**src/rtl/hazard_stall_ctrl_pkg.sv**
```systemverilog
// Shared definitions for the pipeline stall/flush controller.
package pipe_defs;

  // Multiply/divide unit occupancy state.
  typedef enum logic [1:0] {
    MD_IDLE = 2'd0,
    MD_MUL  = 2'd1,
    MD_DIV  = 2'd2
  } md_state_t;

  // tuse encoding meaning "this source register is not read".
  localparam logic [1:0] TUSE_NONE = 2'd3;

  // Default HI/LO busy windows, in cycles after the op issues in E.
  localparam int MULT_LAT_DEF = 5;
  localparam int DIV_LAT_DEF  = 10;

  // Width of the busy-window down-counter.
  localparam int MD_CNT_W = 4;

endpackage

```
**src/rtl/hazard_stall_ctrl_if.sv**
```systemverilog
// Hazard-controller bus: D/E/M timing info in, stall/enable controls out.
interface hazard_stall_ctrl_if #(
  parameter int CNT_W = 32
);
  logic [4:0]       rs_D;
  logic [4:0]       rt_D;
  logic [1:0]       tuse_rs_D;
  logic [1:0]       tuse_rt_D;
  logic [4:0]       a_E;
  logic [4:0]       a_M;
  logic [1:0]       tnew_E;
  logic [1:0]       tnew_M;
  logic             md_start_E;
  logic             md_is_div_E;
  logic             md_use_D;
  logic             pc_en;
  logic             fd_en;
  logic             de_clr;
  logic             md_busy;
  logic             stall;
  logic [CNT_W-1:0] stall_cnt;

  // Pipeline side: supplies register-use timing, receives enables.
  modport master (
    output rs_D, rt_D, tuse_rs_D, tuse_rt_D, a_E, a_M, tnew_E, tnew_M,
           md_start_E, md_is_div_E, md_use_D,
    input  pc_en, fd_en, de_clr, md_busy, stall, stall_cnt
  );

  // Controller side.
  modport slave (
    input  rs_D, rt_D, tuse_rs_D, tuse_rt_D, a_E, a_M, tnew_E, tnew_M,
           md_start_E, md_is_div_E, md_use_D,
    output pc_en, fd_en, de_clr, md_busy, stall, stall_cnt
  );
endinterface

```
**src/rtl/hazard_stall_ctrl_md_busy_timer.sv**
```systemverilog
// Tracks the HI/LO busy window following a mult/div issue in E.
module md_busy_timer
  import pipe_defs::*;
#(
  parameter int MULT_LAT = MULT_LAT_DEF,
  parameter int DIV_LAT  = DIV_LAT_DEF
) (
  input  logic clk,
  input  logic reset,
  input  logic md_start_E,
  input  logic md_is_div_E,
  output logic md_busy
);
  localparam logic [MD_CNT_W-1:0] MULT_CNT = MD_CNT_W'(MULT_LAT);
  localparam logic [MD_CNT_W-1:0] DIV_CNT  = MD_CNT_W'(DIV_LAT);

  md_state_t           state, state_nxt;
  logic [MD_CNT_W-1:0] cnt, cnt_nxt;

  // State and counter register; reset abandons any window in progress.
  always_ff @(posedge clk) begin
    if (!reset) begin
      state <= MD_IDLE;
      cnt   <= '0;
    end else begin
      state <= state_nxt;
      cnt   <= cnt_nxt;
    end
  end

  // Next state: a new issue always (re)loads the window, latest op wins.
  always_comb begin
    state_nxt = state;
    cnt_nxt   = cnt;
    if (md_start_E) begin
      state_nxt = md_is_div_E ? MD_DIV : MD_MUL;
      cnt_nxt   = md_is_div_E ? DIV_CNT : MULT_CNT;
    end else begin
      case (state)
        MD_MUL, MD_DIV: begin
          if (cnt == MD_CNT_W'(1)) begin
            state_nxt = MD_IDLE;
            cnt_nxt   = '0;
          end else begin
            cnt_nxt = cnt - MD_CNT_W'(1);
          end
        end
        default: begin
          state_nxt = MD_IDLE;
          cnt_nxt   = '0;
        end
      endcase
    end
  end

  // Busy covers the issue cycle itself plus the counted window; never in reset.
  assign md_busy = reset & (md_start_E | (state != MD_IDLE));

endmodule

```
**src/rtl/hazard_stall_ctrl.sv**
```systemverilog
// Stall/flush controller for the 5-stage pipeline: freezes PC and F/D,
// bubbles D/E, and counts stalled cycles.
module hazard_stall_ctrl
  import pipe_defs::*;
#(
  parameter int MULT_LAT = MULT_LAT_DEF,
  parameter int DIV_LAT  = DIV_LAT_DEF,
  parameter int CNT_W    = 32
) (
  input  logic               clk,
  input  logic               reset,
  hazard_stall_ctrl_if.slave bus
);
  logic             md_busy_w;
  logic             rs_stall;
  logic             rt_stall;
  logic             md_stall;
  logic             stall_w;
  logic [CNT_W-1:0] stall_cnt_q;

  // A source stalls when a producer in E or M will not have its result
  // ready by the time D needs it. $0 and unused sources never stall.
  function automatic logic src_hazard(
    input logic [4:0] src,
    input logic [1:0] tuse,
    input logic [4:0] a_e,
    input logic [1:0] tnew_e,
    input logic [4:0] a_m,
    input logic [1:0] tnew_m
  );
    logic hit_e;
    logic hit_m;
    hit_e = (src == a_e) && (tuse < tnew_e);
    hit_m = (src == a_m) && (tuse < tnew_m);
    return (src != 5'd0) && (tuse != TUSE_NONE) && (hit_e || hit_m);
  endfunction

  md_busy_timer #(
    .MULT_LAT (MULT_LAT),
    .DIV_LAT  (DIV_LAT)
  ) u_md_busy_timer (
    .clk         (clk),
    .reset       (reset),
    .md_start_E  (bus.md_start_E),
    .md_is_div_E (bus.md_is_div_E),
    .md_busy     (md_busy_w)
  );

  // Hazard detection and stall decision; all stalls are suppressed in reset.
  always_comb begin
    rs_stall = src_hazard(bus.rs_D, bus.tuse_rs_D, bus.a_E, bus.tnew_E,
                          bus.a_M, bus.tnew_M);
    rt_stall = src_hazard(bus.rt_D, bus.tuse_rt_D, bus.a_E, bus.tnew_E,
                          bus.a_M, bus.tnew_M);
    md_stall = bus.md_use_D & md_busy_w;
    stall_w  = reset & (rs_stall | rt_stall | md_stall);
  end

  // Saturating stall-cycle counter: one count per stalled cycle regardless
  // of how many stall causes coincide.
  always_ff @(posedge clk) begin
    if (!reset) begin
      stall_cnt_q <= '0;
    end else if (stall_w && (stall_cnt_q != {CNT_W{1'b1}})) begin
      stall_cnt_q <= stall_cnt_q + CNT_W'(1);
    end
  end

  assign bus.stall     = stall_w;
  assign bus.pc_en     = ~stall_w;
  assign bus.fd_en     = ~stall_w;
  assign bus.de_clr    = stall_w;
  assign bus.md_busy   = md_busy_w;
  assign bus.stall_cnt = stall_cnt_q;

endmodule

```
**src/flat_wrapper.sv**
```systemverilog
// flat-port wrapper written by rule: the top's interface ports become plain ports
module hazard_stall_ctrl_flat import pipe_defs::*;
#(
  parameter int MULT_LAT = MULT_LAT_DEF,
  parameter int DIV_LAT  = DIV_LAT_DEF,
  parameter int CNT_W    = 32
)
  (clk, reset, bus_rs_D, bus_rt_D, bus_tuse_rs_D, bus_tuse_rt_D, bus_a_E, bus_a_M, bus_tnew_E, bus_tnew_M, bus_md_start_E, bus_md_is_div_E, bus_md_use_D, bus_pc_en, bus_fd_en, bus_de_clr, bus_md_busy, bus_stall, bus_stall_cnt);
  hazard_stall_ctrl_if #(.CNT_W(CNT_W)) bus_i ();
  input  logic clk;
  input  logic reset;
  input wire logic [$bits(bus_i.rs_D)-1:0] bus_rs_D;
  input wire logic [$bits(bus_i.rt_D)-1:0] bus_rt_D;
  input wire logic [$bits(bus_i.tuse_rs_D)-1:0] bus_tuse_rs_D;
  input wire logic [$bits(bus_i.tuse_rt_D)-1:0] bus_tuse_rt_D;
  input wire logic [$bits(bus_i.a_E)-1:0] bus_a_E;
  input wire logic [$bits(bus_i.a_M)-1:0] bus_a_M;
  input wire logic [$bits(bus_i.tnew_E)-1:0] bus_tnew_E;
  input wire logic [$bits(bus_i.tnew_M)-1:0] bus_tnew_M;
  input wire logic [$bits(bus_i.md_start_E)-1:0] bus_md_start_E;
  input wire logic [$bits(bus_i.md_is_div_E)-1:0] bus_md_is_div_E;
  input wire logic [$bits(bus_i.md_use_D)-1:0] bus_md_use_D;
  output wire logic [$bits(bus_i.pc_en)-1:0] bus_pc_en;
  output wire logic [$bits(bus_i.fd_en)-1:0] bus_fd_en;
  output wire logic [$bits(bus_i.de_clr)-1:0] bus_de_clr;
  output wire logic [$bits(bus_i.md_busy)-1:0] bus_md_busy;
  output wire logic [$bits(bus_i.stall)-1:0] bus_stall;
  output wire logic [$bits(bus_i.stall_cnt)-1:0] bus_stall_cnt;
  assign bus_i.rs_D = bus_rs_D;
  assign bus_i.rt_D = bus_rt_D;
  assign bus_i.tuse_rs_D = bus_tuse_rs_D;
  assign bus_i.tuse_rt_D = bus_tuse_rt_D;
  assign bus_i.a_E = bus_a_E;
  assign bus_i.a_M = bus_a_M;
  assign bus_i.tnew_E = bus_tnew_E;
  assign bus_i.tnew_M = bus_tnew_M;
  assign bus_i.md_start_E = bus_md_start_E;
  assign bus_i.md_is_div_E = bus_md_is_div_E;
  assign bus_i.md_use_D = bus_md_use_D;
  assign bus_pc_en = bus_i.pc_en;
  assign bus_fd_en = bus_i.fd_en;
  assign bus_de_clr = bus_i.de_clr;
  assign bus_md_busy = bus_i.md_busy;
  assign bus_stall = bus_i.stall;
  assign bus_stall_cnt = bus_i.stall_cnt;
  hazard_stall_ctrl #(.MULT_LAT(MULT_LAT), .DIV_LAT(DIV_LAT), .CNT_W(CNT_W)) u_core (.clk(clk), .reset(reset), .bus(bus_i));
endmodule
```
**config.mk**
```make
export PLATFORM = sky130hd
export DESIGN_NAME = hazard_stall_ctrl_flat
export DESIGN_NICKNAME = d
export VERILOG_FILES = /design/src/rtl/hazard_stall_ctrl_pkg.sv /design/src/rtl/hazard_stall_ctrl_if.sv /design/src/rtl/hazard_stall_ctrl_md_busy_timer.sv /design/src/rtl/hazard_stall_ctrl.sv /design/src/flat_wrapper.sv
export SDC_FILE = /design/constraint.sdc
export NUM_CORES = 1
export LEC_CHECK = 0
export ABC_CLOCK_PERIOD_IN_PS = 2850
export CAP_MARGIN = 20
export CORE_MARGIN = 2
export CORE_UTILIZATION = 47
export DETAILED_ROUTE_END_ITERATION = 10
export GPL_ROUTABILITY_DRIVEN = 0
export PLACE_DENSITY = 0.87
export SETUP_SLACK_MARGIN = 0.1
export SYNTH_ARGS = -nofsm -noshare
export SYNTH_HDL_FRONTEND = slang
export SYNTH_SLANG_ARGS = --single-unit
```
**constraint.sdc**
```tcl
create_clock -name clk -period 2.85 [get_ports clk]
set_input_delay 0.57 -clock clk [delete_from_list [all_inputs] [get_ports clk]]
set_output_delay 0.57 -clock clk [all_outputs]
set_load 0.05 [all_outputs]
```
# Word level (Yosys, flattened, before mapping)
# Index checks and enable logic that the tools add are counted.
dict set report totals {
  regBits 38
  inputBits 33
  output_inout_bits 37
  elab_cells 50
}
dict set report classes {
  add_sub_neg 2
  magnitude_cmp 4
  n_eq_ne 11
  n_mux 8
  n_bitwise 7
  reduce_logical 15
}
# cell count
set ops {}
lappend ops {{32-bit by 1-bit adder with 32-bit output (second input constant)} 1}
lappend ops {{32-bit inequality test (second input constant)} 1}
lappend ops {{5-bit == test} 4}
lappend ops {{4-bit two-way mux} 4}
lappend ops {{5-bit nonzero test} 2}
lappend ops {{1-bit logical AND} 9}
lappend ops {{2-bit < comparator} 4}
lappend ops {{2-bit two-way mux} 4}
lappend ops {{4-bit by 1-bit == test with 1-bit output (second input constant)} 1}
lappend ops {{2-bit inequality test (second input constant)} 2}
lappend ops {{4-bit by 1-bit subtractor with 4-bit output (second input constant)} 1}
lappend ops {{1-bit bitwise AND} 3}
lappend ops {{3-bit inequality test (second input constant)} 1}
lappend ops {{1-bit bitwise OR} 3}
lappend ops {{2-bit by 1-bit == test with 1-bit output (second input constant)} 1}
lappend ops {{2-bit == test (second input constant)} 1}
lappend ops {{1-bit logical OR} 2}
lappend ops {{2-bit nonzero test} 1}
lappend ops {{2-bit OR reduction} 1}
lappend ops {{1-bit NOT} 1}

# Logic depth before layout (Yosys ltp)
dict set report logic_depth {
  depth_word 8
  mapped_depth 10
  depth_no_buf 8
}

# By module
# A second synthesis with hierarchy kept.
dict set report unflattened {
  cells_unflattened 287
  area_unflattened_um2 2426.1
}
# module instances cells_per_inst area_per_inst_um2 seq_area_each_um2
set modules_own_cells {}
lappend modules_own_cells {hazard_stall_ctrl 1 251 2122.0 640.6}
lappend modules_own_cells {md_busy_timer 1 36 304.0 120.1}

# Worst setup path after synthesis
# Ideal clock, no wire load.
dict set report synth_path {
  path_kind {input-to-output}
  from {input port bus_rs_D[1]}
  to {output port bus_stall}
  t_arrival_ps 3579
  t_required_ps 2280
  path_slack_ps -1299
  path_stages 6
  path_buffers 1
  path_cell_list {or4_1 -> o21ai_0 -> o21ai_1 -> o21ai_0 -> inv_1 -> buf_4}
}
dict set report synth_between {
  elab_chain_cells 7
  elab_cells_between_ends 11
  classes_between {eq/ne (2); bitwise (3); reduce/logical (6)}
}
# item line_no
set synth_lines {}
lappend synth_lines {{from (decl)} flat_wrapper.sv:12} ;# input wire logic [$bits(bus_i.rs_D)-1:0] bus_rs_D;
lappend synth_lines {{5-bit == test (on tied branches)} {hazard_stall_ctrl.sv:33, hazard_stall_ctrl.sv:34}}
lappend synth_lines {{1-bit logical AND (on tied branches)} {hazard_stall_ctrl.sv:33, hazard_stall_ctrl.sv:34}}
lappend synth_lines {{1-bit logical OR} hazard_stall_ctrl.sv:35} ;# return (src != 5'd0) && (tuse != TUSE_NONE) && (hit_e || hit_m);
lappend synth_lines {{1-bit logical AND (*)} hazard_stall_ctrl.sv:35}
lappend synth_lines {{1-bit bitwise OR (*) (2 in series)} hazard_stall_ctrl.sv:56} ;# stall_w = reset & (rs_stall | rt_stall | md_stall);
lappend synth_lines {{1-bit bitwise AND (*)} hazard_stall_ctrl.sv:56}
lappend synth_lines {{to (decl)} flat_wrapper.sv:27} ;# output wire logic [$bits(bus_i.stall)-1:0] bus_stall;
# Mark *: on every way between the ends. The rest lies on a longest branch, timed or not.

# Worst setup path in the final report
dict set report layout_path {
  from {input port bus_tuse_rs_D[0]}
  to {output port bus_fd_en}
}
dict set report layout_between {
  elab_chain_cells 8
  elab_cells_between_ends 12
  classes_between {order compare (2); eq/ne (1); bitwise (4); reduce/logical (5)}
}
# item line_no
set layout_lines {}
lappend layout_lines {{from (decl)} flat_wrapper.sv:14} ;# input wire logic [$bits(bus_i.tuse_rs_D)-1:0] bus_tuse_rs_D;
lappend layout_lines {{2-bit < comparator (on tied branches)} {hazard_stall_ctrl.sv:33, hazard_stall_ctrl.sv:34}}
lappend layout_lines {{1-bit logical AND (on tied branches)} {hazard_stall_ctrl.sv:33, hazard_stall_ctrl.sv:34}}
lappend layout_lines {{1-bit logical OR} hazard_stall_ctrl.sv:35}
lappend layout_lines {{1-bit logical AND (*)} hazard_stall_ctrl.sv:35}
lappend layout_lines {{1-bit bitwise OR (*) (2 in series)} hazard_stall_ctrl.sv:56}
lappend layout_lines {{1-bit bitwise AND (*)} hazard_stall_ctrl.sv:56}
lappend layout_lines {{1-bit NOT (*)} hazard_stall_ctrl.sv:71} ;# assign bus.fd_en = ~stall_w;
lappend layout_lines {{to (decl)} flat_wrapper.sv:24} ;# output wire logic [$bits(bus_i.fd_en)-1:0] bus_fd_en;
# Marked as above.

==> results.md <==
- WHS Path Cells: 2
- Die width: 73.2 um
- Fin crit share: 0.978
- H-tree depth: 2
- Worst path slowest cell: clkdlybuf4s50_1
- Post-layout min period: about 2.8 ns
- YS warnings: 0
- Setup crit end kind: output port
- I/O Pins: 70
- Wire per inst: 15.7 um
- Die area: 5360 um2
- Final setup viols: 0
- RSZ-0062 raised after global routing: true
- Layout Skew: 0.00626 ns
- Post-synth design cell area: 2250 um2
- Status: completed
- Setup slack after layout: 0.0638 ns
- Metal2 WL: approximately 3700 um
- CTS clk-pin slew, worst paths: about 0.07 ns
- Top cells by area, synth: dfxtp_1 34%, xor2_1 7.0%, a21oi_1 6.2%, ha_1 4.4%, nand2_1 4.2%
- Critical path class: primary input to output port
- DR pass1 iterations: 4
- Power Density: 345 nW/um2
- P_leak: 1.29 nW
- Global-route wire length before repair: between 10000 and 15000 um
- Worst R2R Setup Slack: about 0.34 ns
- Post-synth EDFFs: 0
- # Max-Cap Violations: 0
- Slew Limit Fails: 0
- Vias in the first global route: 2373
- Area added between synthesis and finish: 57.8%
- Synth unique cells: 38
- GRT Util Overall: 0.251
- Fin nets: around 420
- HP Class: flip-flop to flip-flop
- Worst Reg-to-Reg Cells: 6
- Root Buffer: clkbuf_8
- Mean post-synth cell area: around 8.0 um2
- Met3 WL: ~360 um
- CP Data Required Time: 2.28 ns
- Bufs and invs on worst path: 3
- Initial antenna violation count: 0
- Share of cells above drive strength 1: 0.231
- Sink Count: 38
- Rows: 25
- CP max FO: 3
- Crit-path leading delay family: buffers and inverters
- Synthesized Nets: 323
- Clk_lat worst skew: just under 0.3 ns
- CTS tree: built
- Worst hold endpoint: u_core.u_md_busy_timer.state[1]
- Via count: 2552
- Top Metal Used: met4
- Largest area contributor in the netlist: dfxtp_1
- Worst R2R End: u_core.bus.stall_cnt[31]
- Post-synth top cells: 38 x dfxtp_1, 28 x a21oi_1, 25 x nand2_1
- Max incr delay on CP: 0.47 ns
- Cts bufs inserted: 5
- Slew @ Worst Pin: between 0.5 and 0.6 ns
- CORE AREA: 4660 um2
- Headroom to the max-slew limit: 0.647
- Post-synthesis cell count: 282
- Seq cells post-synth: 38
- Dpl ws: -0.514 ns
- Dpl hpwl: 4530 um
- Post-synth ARST share: 0
- IO Port Bufs: between 60 and 70
- Register area share after synthesis: 0.338
- Initial DRC count: 196
- Met1 WL: 2580 um
- Worst Setup Start Kind: primary input
- Total Power: 1.23 mW
- HP Start: u_core.u_md_busy_timer.state[1]
- ANT cells: 0
- Die Height: between 70 and 80 um
- Ys flop type: dfxtp_1
- Worst vdd ir: 0.170 mV
- Fill cells: around 310
- CP arrival: 2.22 ns
- Count leader, synth: dfxtp_1
- Fmax: 359 MHz
- Worst-path cell chain: clkdlybuf4s50_1 > nand2b_1 > a211oi_2 > a22oi_2 > o21ai_2 > o21ai_4 > buf_6 > buf_12
- Initial core utilization: 0.483
- # DRC: 0
- Vias per cell: 5.87
- Largest net degree at the start of global routing: 48
- Reg2Reg Launch Point: u_core.bus.stall_cnt[2]
- Post-Route WL: 6830 um
- Post-route ant nets: 0
- Congestion Overflow GR: 0
- Hold violation total from the final report: 0
- Longest Clk Path Bufs: 2
- Synth top area share: 0.338
==> cell type report <==
type                    instances  area (um2)  area share
repair buffers                104        1010       0.285
flip-flops and latches         38         761       0.214
clock buffers                   7        86.3      0.0243
clock inverters                 1        5.00     0.00141
well taps                      54        67.6      0.0190
inverters                      16        68.8      0.0194
multi-input cells             215        1550       0.436
==> cells by family after synthesis <==
family	share of synthesized area
simple gates	0.262
compound gates	0.183
flops	0.338
buf+inv	0.0534
xor+xnor	0.0973
fa+ha+maj	0.0445
mux	0.0222
==> how the worst max path moves through the flow <==
stage	start	end	slack (ns)	cells after the start
2_1_floorplan	bus_rs_D[1]	bus_stall	-0.15	6
5_1_grt	bus_tuse_rs_D[0]	bus_fd_en	-0.004	8
4_1_cts	bus_tuse_rt_D[1]	bus_pc_en	0.11	8
3_5_place_dp	bus_tuse_rt_D[1]	u_core.bus.stall_cnt[30]	-0.51	9
3_3_place_gp	bus_tuse_rt_D[1]	u_core.bus.stall_cnt[30]	-0.48	9
6_report	bus_tuse_rs_D[0]	bus_fd_en	0.06	8
==> power by group <==
group	switching (mW)	leakage [nW]	total, mW	internal (mW)
Combinational	0.150	0.930	0.294	0.144
Sequential	0.00661	0.307	0.544	0.538
Clock	0.192	0.0482	0.387	0.195
Total	0.349	1.29	1.23	0.877
==> worst register-to-register path: stages (launching register included) <==
cell and delay [ns]:
dfxtp_1 0.42, nand4_1 0.16, or2_2 0.39, nor3_1 0.43
nand3_1 0.38, or4_1 0.52, a21oi_2 0.15
==> routing by layer <==
layer,vias to the layer above,global-route usage
met2,105,0.464
met5,-,0
met3,20,0.0442
met1,1217,0.266
met4,0,0.134
li1,1210,-
==> what timing repair did <==
action | in CTS | in global routing
resized for setup | 71 | 15
pin swaps | 14 | 9
setup endpoints to repair | 35 | 9
hold buffers | 0 | 0
cloned | 0 | 2
buffers inserted | 3 | 1
==> stage by stage <==
stage / area, um2 / setup TNS, ns / std cells / hold WS (ns) / util
2_1_floorplan: 2330 / -0.147 / 282 / 0.436 / -
3_3_place_gp: 3300 / -12.19 / 421 / 0.447 / 0.709
3_5_place_dp: 3300 / -13.63 / 421 / 0.449 / 0.709
4_1_cts: 3450 / 0 / 432 / 0.459 / 0.741
5_1_grt: 3550 / -0.00748 / 435 / 0.504 / 0.762
6_report: 3550 / 0 / 435 / 0.460 / 0.762
==> state kept, by name, indices dropped and copies added (netlist names) <==
| register | count |
|---|---|
| u_core.bus.stall_cnt | 32 |
| u_core.u_md_busy_timer.cnt | 4 |
| u_core.u_md_busy_timer.state | 2 |
==> cells in the final DEF, fill, tap and decap left out, drive strengths merged, types with 9 or more instances in the layout <==
cell	count
or4	10
a21oi	28
nand4	9
xor2	18
dlygate4sd2	13
or3	12
clkbuf	11
clkdlybuf4s50	37
nand2	25
nor2	15
dfxtp	38
inv	15
nand3	12
buf	45
o21ai	20
No activity file was read; power rests on OpenSTA's default activity.
